**src/rtl/fact_sched_pkg.sv**
```systemverilog
// Shared definitions for the factorial job scheduler: FSM encoding,
// CPU and accelerator register selects, and the result word layout.
package fact_sched_pkg;

  typedef enum logic [2:0] {
    S_IDLE  = 3'd0,
    S_LOAD  = 3'd1,
    S_GO    = 3'd2,
    S_POLL  = 3'd3,
    S_FETCH = 3'd4,
    S_DROP  = 3'd5
  } state_t;

  localparam logic [1:0] REG_OPND = 2'd0;
  localparam logic [1:0] REG_STAT = 2'd1;
  localparam logic [1:0] REG_RSLT = 2'd2;
  localparam logic [1:0] REG_CTRL = 2'd3;

  localparam logic [1:0] ACC_N      = 2'd0;
  localparam logic [1:0] ACC_GO     = 2'd1;
  localparam logic [1:0] ACC_STATUS = 2'd2;
  localparam logic [1:0] ACC_RESULT = 2'd3;

  localparam logic [26:0] FACT_ALL_ONES = 27'h7FFFFFF;

  // Result word: {err, n, fact[26:0]}
  function automatic logic [31:0] pack_result(input logic err, input logic [3:0] n,
                                              input logic [26:0] fact);
    return {err, n, fact};
  endfunction

endpackage

```
**src/rtl/fact_sched_sync_fifo.sv**
```systemverilog
// Single-clock FIFO with synchronous flush; a push into a full FIFO is
// accepted when a pop happens in the same cycle.
module sync_fifo #(
  parameter int W     = 32,
  parameter int DEPTH = 4
) (
  input  logic                     clk,
  input  logic                     reset,
  input  logic                     flush,
  input  logic                     push,
  input  logic [W-1:0]             din,
  input  logic                     pop,
  output logic [W-1:0]             dout,
  output logic                     full,
  output logic                     empty,
  output logic [$clog2(DEPTH):0]   count
);

  localparam int AW = $clog2(DEPTH);
  localparam int CW = AW + 1;

  logic [W-1:0]  mem [DEPTH];
  logic [AW-1:0] wr_ptr;
  logic [AW-1:0] rd_ptr;
  logic          do_push;
  logic          do_pop;

  assign full    = (count == CW'(DEPTH));
  assign empty   = (count == '0);
  assign do_pop  = pop & ~empty;
  assign do_push = push & (~full | do_pop);
  assign dout    = mem[rd_ptr];

  always_ff @(posedge clk or negedge reset) begin
    if (!reset) begin
      wr_ptr <= '0;
      rd_ptr <= '0;
      count  <= '0;
    end else if (flush) begin
      wr_ptr <= '0;
      rd_ptr <= '0;
      count  <= '0;
    end else begin
      if (do_push) wr_ptr <= wr_ptr + 1'b1;
      if (do_pop)  rd_ptr <= rd_ptr + 1'b1;
      count <= count + CW'(do_push) - CW'(do_pop);
    end
  end

  always_ff @(posedge clk) begin
    if (do_push && !flush) mem[wr_ptr] <= din;
  end

endmodule

```
**src/rtl/fact_sched.sv**
```systemverilog
// CPU-facing factorial job scheduler: queues operands, drives the factorial
// accelerator one job at a time, and queues results for the CPU.
module fact_sched
  import fact_sched_pkg::*;
#(
  parameter int DEPTH   = 4,
  parameter int TIMEOUT = 255
) (
  input  logic        clk,
  input  logic        reset,
  input  logic [1:0]  a,
  input  logic        we,
  input  logic        re,
  input  logic [31:0] wd,
  output logic [31:0] rd,
  output logic        irq,
  output logic [1:0]  acc_a,
  output logic        acc_we,
  output logic [3:0]  acc_wd,
  input  logic [31:0] acc_rd,
  output logic [2:0]  dbg_state
);

  localparam int CW = $clog2(DEPTH) + 1;
  localparam int TW = $clog2(TIMEOUT + 1);

  state_t          state, state_next;
  logic [3:0]      n;
  logic            err;
  logic [TW-1:0]   tcnt;
  logic            ovf, to_err, irq_en;
  logic            busy;

  logic            opnd_push, opnd_pop, opnd_full, opnd_empty;
  logic [3:0]      opnd_dout;
  logic [CW-1:0]   opnd_cnt;
  logic            res_push, res_pop, res_full, res_empty;
  logic [31:0]     res_din, res_dout;
  logic [CW-1:0]   res_cnt;
  logic            flush, clr_err;
  logic            unused_bits;

  // CPU access: we/re are one-cycle strobes with no backpressure; every
  // access completes in the cycle it is presented and rd is combinational.
  assign opnd_push = we && (a == REG_OPND);
  assign res_pop   = re && (a == REG_RSLT);
  assign flush     = we && (a == REG_CTRL) && wd[1];
  assign clr_err   = we && (a == REG_CTRL) && wd[2];
  assign opnd_pop  = (state == S_IDLE) && !opnd_empty;
  assign busy      = (state != S_IDLE);
  assign irq       = irq_en & ((res_cnt != '0) | to_err);
  assign dbg_state = state;
  assign unused_bits = ^{wd[31:4], acc_rd[31:27]};

  sync_fifo #(.W(4), .DEPTH(DEPTH)) u_opnd_fifo (
    .clk   (clk),
    .reset (reset),
    .flush (flush),
    .push  (opnd_push),
    .din   (wd[3:0]),
    .pop   (opnd_pop),
    .dout  (opnd_dout),
    .full  (opnd_full),
    .empty (opnd_empty),
    .count (opnd_cnt)
  );

  sync_fifo #(.W(32), .DEPTH(DEPTH)) u_res_fifo (
    .clk   (clk),
    .reset (reset),
    .flush (flush),
    .push  (res_push),
    .din   (res_din),
    .pop   (res_pop),
    .dout  (res_dout),
    .full  (res_full),
    .empty (res_empty),
    .count (res_cnt)
  );

  always_ff @(posedge clk or negedge reset) begin
    if (!reset) begin
      state  <= S_IDLE;
      n      <= '0;
      err    <= 1'b0;
      tcnt   <= '0;
      ovf    <= 1'b0;
      to_err <= 1'b0;
      irq_en <= 1'b0;
    end else begin
      state <= state_next;
      if (opnd_pop) n <= opnd_dout;
      if (state == S_GO) tcnt <= '0;
      else if (state == S_POLL) tcnt <= tcnt + 1'b1;
      // Error flag is only meaningful on the cycle the accelerator reports done.
      if (state == S_POLL && acc_rd[0]) err <= acc_rd[1];
      if (we && (a == REG_CTRL) && wd[0]) irq_en <= 1'b1;
      if (clr_err) ovf <= 1'b0;
      else if (opnd_push && opnd_full && !opnd_pop) ovf <= 1'b1;
      if (state == S_DROP && !res_full) to_err <= 1'b1;
      else if (clr_err) to_err <= 1'b0;
    end
  end

  always_comb begin
    state_next = state;
    acc_a      = ACC_STATUS;
    acc_we     = 1'b0;
    acc_wd     = 4'd0;
    res_push   = 1'b0;
    res_din    = '0;
    unique case (state)
      S_IDLE: if (!opnd_empty) state_next = S_LOAD;
      S_LOAD: begin
        acc_a      = ACC_N;
        acc_we     = 1'b1;
        acc_wd     = n;
        state_next = S_GO;
      end
      S_GO: begin
        acc_a      = ACC_GO;
        acc_we     = 1'b1;
        acc_wd     = 4'd1;
        state_next = S_POLL;
      end
      S_POLL: begin
        if (acc_rd[0]) state_next = S_FETCH;
        else if (tcnt == TW'(TIMEOUT - 1)) state_next = S_DROP;
      end
      S_FETCH: begin
        acc_a   = ACC_RESULT;
        res_din = pack_result(err, n, acc_rd[26:0]);
        if (!res_full) begin
          res_push   = 1'b1;
          state_next = S_IDLE;
        end
      end
      S_DROP: begin
        res_din = pack_result(1'b1, n, FACT_ALL_ONES);
        if (!res_full) begin
          res_push   = 1'b1;
          state_next = S_IDLE;
        end
      end
      default: state_next = S_IDLE;
    endcase
  end

  always_comb begin
    rd = '0;
    unique case (a)
      REG_STAT: rd = {ovf, to_err, irq_en, busy, 12'b0, 8'(res_cnt), 8'(opnd_cnt)};
      REG_RSLT: rd = res_empty ? 32'd0 : res_dout;
      REG_CTRL: rd = {31'b0, irq_en};
      default:  rd = '0;
    endcase
  end

endmodule
```
**config.mk**
```make
export PLATFORM = sky130hd
export DESIGN_NAME = fact_sched
export DESIGN_NICKNAME = d
export VERILOG_FILES = /design/src/rtl/fact_sched_pkg.sv /design/src/rtl/fact_sched_sync_fifo.sv /design/src/rtl/fact_sched.sv
export SDC_FILE = /design/constraint.sdc
export NUM_CORES = 1
export LEC_CHECK = 0
export CAP_MARGIN = 30
export CORE_ASPECT_RATIO = 2
export CORE_MARGIN = 5
export CORE_UTILIZATION = 49
export CTS_BUF_LIST = sky130_fd_sc_hd__clkbuf_16
export DETAILED_ROUTE_END_ITERATION = 10
export GPL_TIMING_DRIVEN = 0
export PLACE_DENSITY = 0.83
export RECOVER_POWER = 100
export SYNTH_ARGS = -nofsm -noshare
export SYNTH_HDL_FRONTEND = slang
export SYNTH_HIERARCHICAL = 1
export SYNTH_SLANG_ARGS = --single-unit
```
**constraint.sdc**
```tcl
create_clock -name clk -period 4.15 [get_ports clk]
set_input_delay 1.0375 -clock clk [delete_from_list [all_inputs] [get_ports clk]]
set_output_delay 1.0375 -clock clk [all_outputs]
set_load 0.05 [all_outputs]
```
==> flow_metrics.py <==
metrics = {
    "synthesis": {
        "yosysSeqAreaShare": 0.669,
        "syn_area_per_cell_um2": 15.6,
        "ys.flop_type": "edfxtp_1",
        "yosysTopAreaCell": "edfxtp_1",
        "syn-cell-area_um2": 7700,
        "netlist.area_leader.share": 0.561,
        "synth-async-reset-ratio": 0.186,
        "synthTopCellsByArea": "edfxtp_1 (56%), dfrtp_1 (11%), mux4_2 (11%)",
        "yosysWarnings": 6,
        "ys_types": 47,
        "ys_seq_elements": 177,
        "synthCells": 494,
        "synth_edf_count": 144,
        "syn_nets": 579,
    },
    "worst_setup_path": {
        "crit_slowest_cell": "clkdlybuf4s50_1",
        "worst_setup_path_end_kind": "output port",
        "arrival_ps": 3040,
        "path_max_fanout": 10,
        "r2r_slack_ps": 460,
        "worstSetupPathType": "input pin to output port",
        "required_ps": 3110,
        "cp_cell_sequence": "clkdlybuf4s50_1, nor3b_2, buf_2, and2_1, dlygate4sd2_1",
        "r2r-start": "u_opnd_fifo/count[1]",
        "reg2reg_depth": 14,
        "critical_path.max_stage_delay_ps": 580,
        "worstReg2RegEnd": "u_opnd_fifo/count[2]",
        "critPathLaunchType": "input pin",
    },
    "route": {
        "drt_iter0_drc": 313,
        "drc": 0,
        "totalWireLength_um": 16800,
        "via_count": 4608,
        "wl_per_cell_um": 20.6,
        "vias_per_cell": 5.63,
        "first_pass_iters": 5,
        "postRouteAntennaNets": 0,
    },
    "clock_network": {
        "clk_latency_ps": 420,
        "htree_levels": 4,
        "cts_root_buffer": "clkbuf_16",
        "post-cts-setup-buffers": 0,
        "cts_buffers": 17,
        "cts_buffer_depth": 2,
        "clkTransAtPathRegs_ps": 70,
        "clock_sinks": 177,
        "cts_tree": "built",
        "cts_hold_buf": 0,
        "post_cts_resized": 35,
    },
    "timing": {
        "slew-limit-headroom": -0.295,
        "fin_hold_ws_ps": 522,
        "rsz0062_at_grt": "false",
        "fin_skew_ps": 9.02,
        "finalCriticalPeriod_ps": 4070,
        "maxSlewViolCount": 53,
        "max_freq_ghz": 0.245,
        "finalHoldViolations": 0,
        "fin_crit_sh": 0.982,
        "setup_ws_ps": 75.9,
        "tns_ps": 0,
        "setup_viol": 0,
        "worst_pin_slew_ps": 1940,
    },
    "power_and_ir_drop": {
        "p_clk_frac": 0.246,
        "switching_share": 0.374,
        "intPower_w": 0.00385,
        "p_per_area_nw_per_um2": 659,
        "cellLeakagePower_nw": 3.49,
        "peakVddDrop_mv": 0.717,
        "sequentialPowerShare": 0.388,
        "power.switching_w": 0.00230,
        "combPwrFrac": 0.366,
    },
    "global_routing": {
        "grt_pass1_vias": 4875,
        "grt_usage": 0.188,
        "antenna_found_initial": 0,
        "grt.overflow.total": 0,
        "grt_max_degree": 34,
        "grt_pass1_wl_um": 26500,
    },
    "layout": {
        "drive_above_1_share": 0.156,
        "area.growth.synth_to_final_pct": 21.3,
        "multi_input_area_um2": 2370,
        "ff_latch_area_um2": 5150,
        "diodes": 0,
        "final_cell_area_um2": 9340,
        "n_fill_cell": 1202,
        "final_nets": 689,
    },
    "floorplanning": {
        "io-pin-count": 113,
        "die_h_um": 187,
        "rows": 65,
        "die_w_um": 98.6,
        "die_area_um2": 18500,
        "start_util": 0.493,
        "core-area_um2": 15600,
    },
    "place": {
        "place.gp.congestion": 0.830,
        "port-buffer-count": 79,
        "post-place-ws_ps": -486,
        "dp_hpwl_um": 11800,
        "post_dp_cell_area_um2": 8900,
    },
    "run_status": {
        "status": "finished with violations",
        "violations": "capacitance limit, slew limit",
    },
    "flow_run": {
        "drv_cap": 3,
    },
    "worst_hold_path": {
        "whs_path_depth": 1,
        "min_to": "err",
        "min-delay-start": "err",
        "hold_path_class": "flop to flop",
    },
}
[final cells by class]
class	instances	area share
Inverter	14	0.00562
Timing Repair Buffer	91	0.0897
Multi-Input combinational cell	277	0.253
Clock buffer	17	0.0455
Sequential cell	177	0.551
Buffer	26	0.0122
Clock inverter	15	0.0154
Tap cell	201	0.0269
[kinds of logic (layout without fill, tap and decap cells)]
logic type,after synthesis,in the layout,share of synthesized area
compound gates,40,40,0.0379
xor+xnor,6,6,0.00682
fa+ha+maj,15,15,0.0263
buf+inv,40,163,0.0216
flops,177,177,0.669
mux,48,48,0.125
simple gates,168,168,0.114
[how the worst max path moves through the flow]
| stage | slack (ps) | start | to |
|---|---|---|---|
| floorplan | -370 | we | u_res_fifo/mem[0][0] |
| global placement | -2750 | a[0] | u_res_fifo/mem[0][7] |
| detailed placement | -490 | a[1] | rd[12] |
| CTS | 80 | a[1] | rd[31] |
| global route | 0.9 | a[0] | rd[13] |
| finish | 80 | a[1] | rd[13] |
[Yosys cell counts, types with 3 or more instances]
library cell	count
mux2i_1	4
o21ai_0	7
o211ai_1	3
mux2_4	6
ha_1	13
a22o_1	12
nor3_1	3
nand2_1	14
or4_1	3
nor3b_1	12
mux4_2	36
and2_1	32
nand3_1	6
edfxtp_1	144
nor2b_1	5
clkbuf_1	17
dfrtp_1	33
nand3b_1	4
xor2_1	5
nand2b_1	10
a21oi_1	5
buf_2	7
nor2_1	69
inv_1	14
[state kept, by name, summed over array words and instances, names as in the netlist]
signal,count
u_res_fifo/count,3
dbg_state,3
ovf,1
u_opnd_fifo/rd_ptr,2
err,1
u_opnd_fifo/count,3
u_opnd_fifo/wr_ptr,2
u_opnd_fifo/mem,16
irq_en,1
n,4
tcnt,8
u_res_fifo/mem,128
u_res_fifo/rd_ptr,2
u_res_fifo/wr_ptr,2
to_err,1
[layout by cell type, fill, tap and decap left out, types with 17 or more instances in the layout]
master           count
dlygate4sd3_1       17
dfrtp_1             33
edfxtp_1           144
clkbuf_1            18
mux4_2              36
clkdlybuf4s50_1     30
dlygate4sd2_1       25
and2_0              18
clkbuf_16           17
nor2_1              69
[power by group through the flow]
stage               registers (W)  logic, W  clock network (W)
finish                    0.00239   0.00225            0.00152
CTS                       0.00239   0.00234            0.00153
global route              0.00242   0.00243            0.00161
floorplan                 0.00240   0.00165                  0
global placement          0.00241   0.00228                  0
detailed placement        0.00242   0.00237                  0
[critical path, delay by kind of cell]
kind | cells | cell delay, ps
buffers and inverters | 3 | 1460
AND/OR/NAND/NOR | 2 | 550
[through the flow]
| step | power (W) | utilization | instances |
|---|---|---|---|
| CTS | 0.00626 | 0.605 | 818 |
| detailed placement | 0.00479 | 0.570 | 786 |
| finish | 0.00615 | 0.598 | 818 |
| global route | 0.00646 | 0.598 | 818 |
| floorplan | 0.00405 | - | 494 |
| global placement | 0.00469 | 0.560 | 774 |
[metal layers]
layer,up-vias,track usage,routed length [um]
met5,-,0,0
met4,0,0.0473,303
met2,167,0.320,8810
met3,22,0.0482,972
li1,2072,-,-
met1,2347,0.240,6740
No activity file was read; power rests on OpenSTA's default activity.
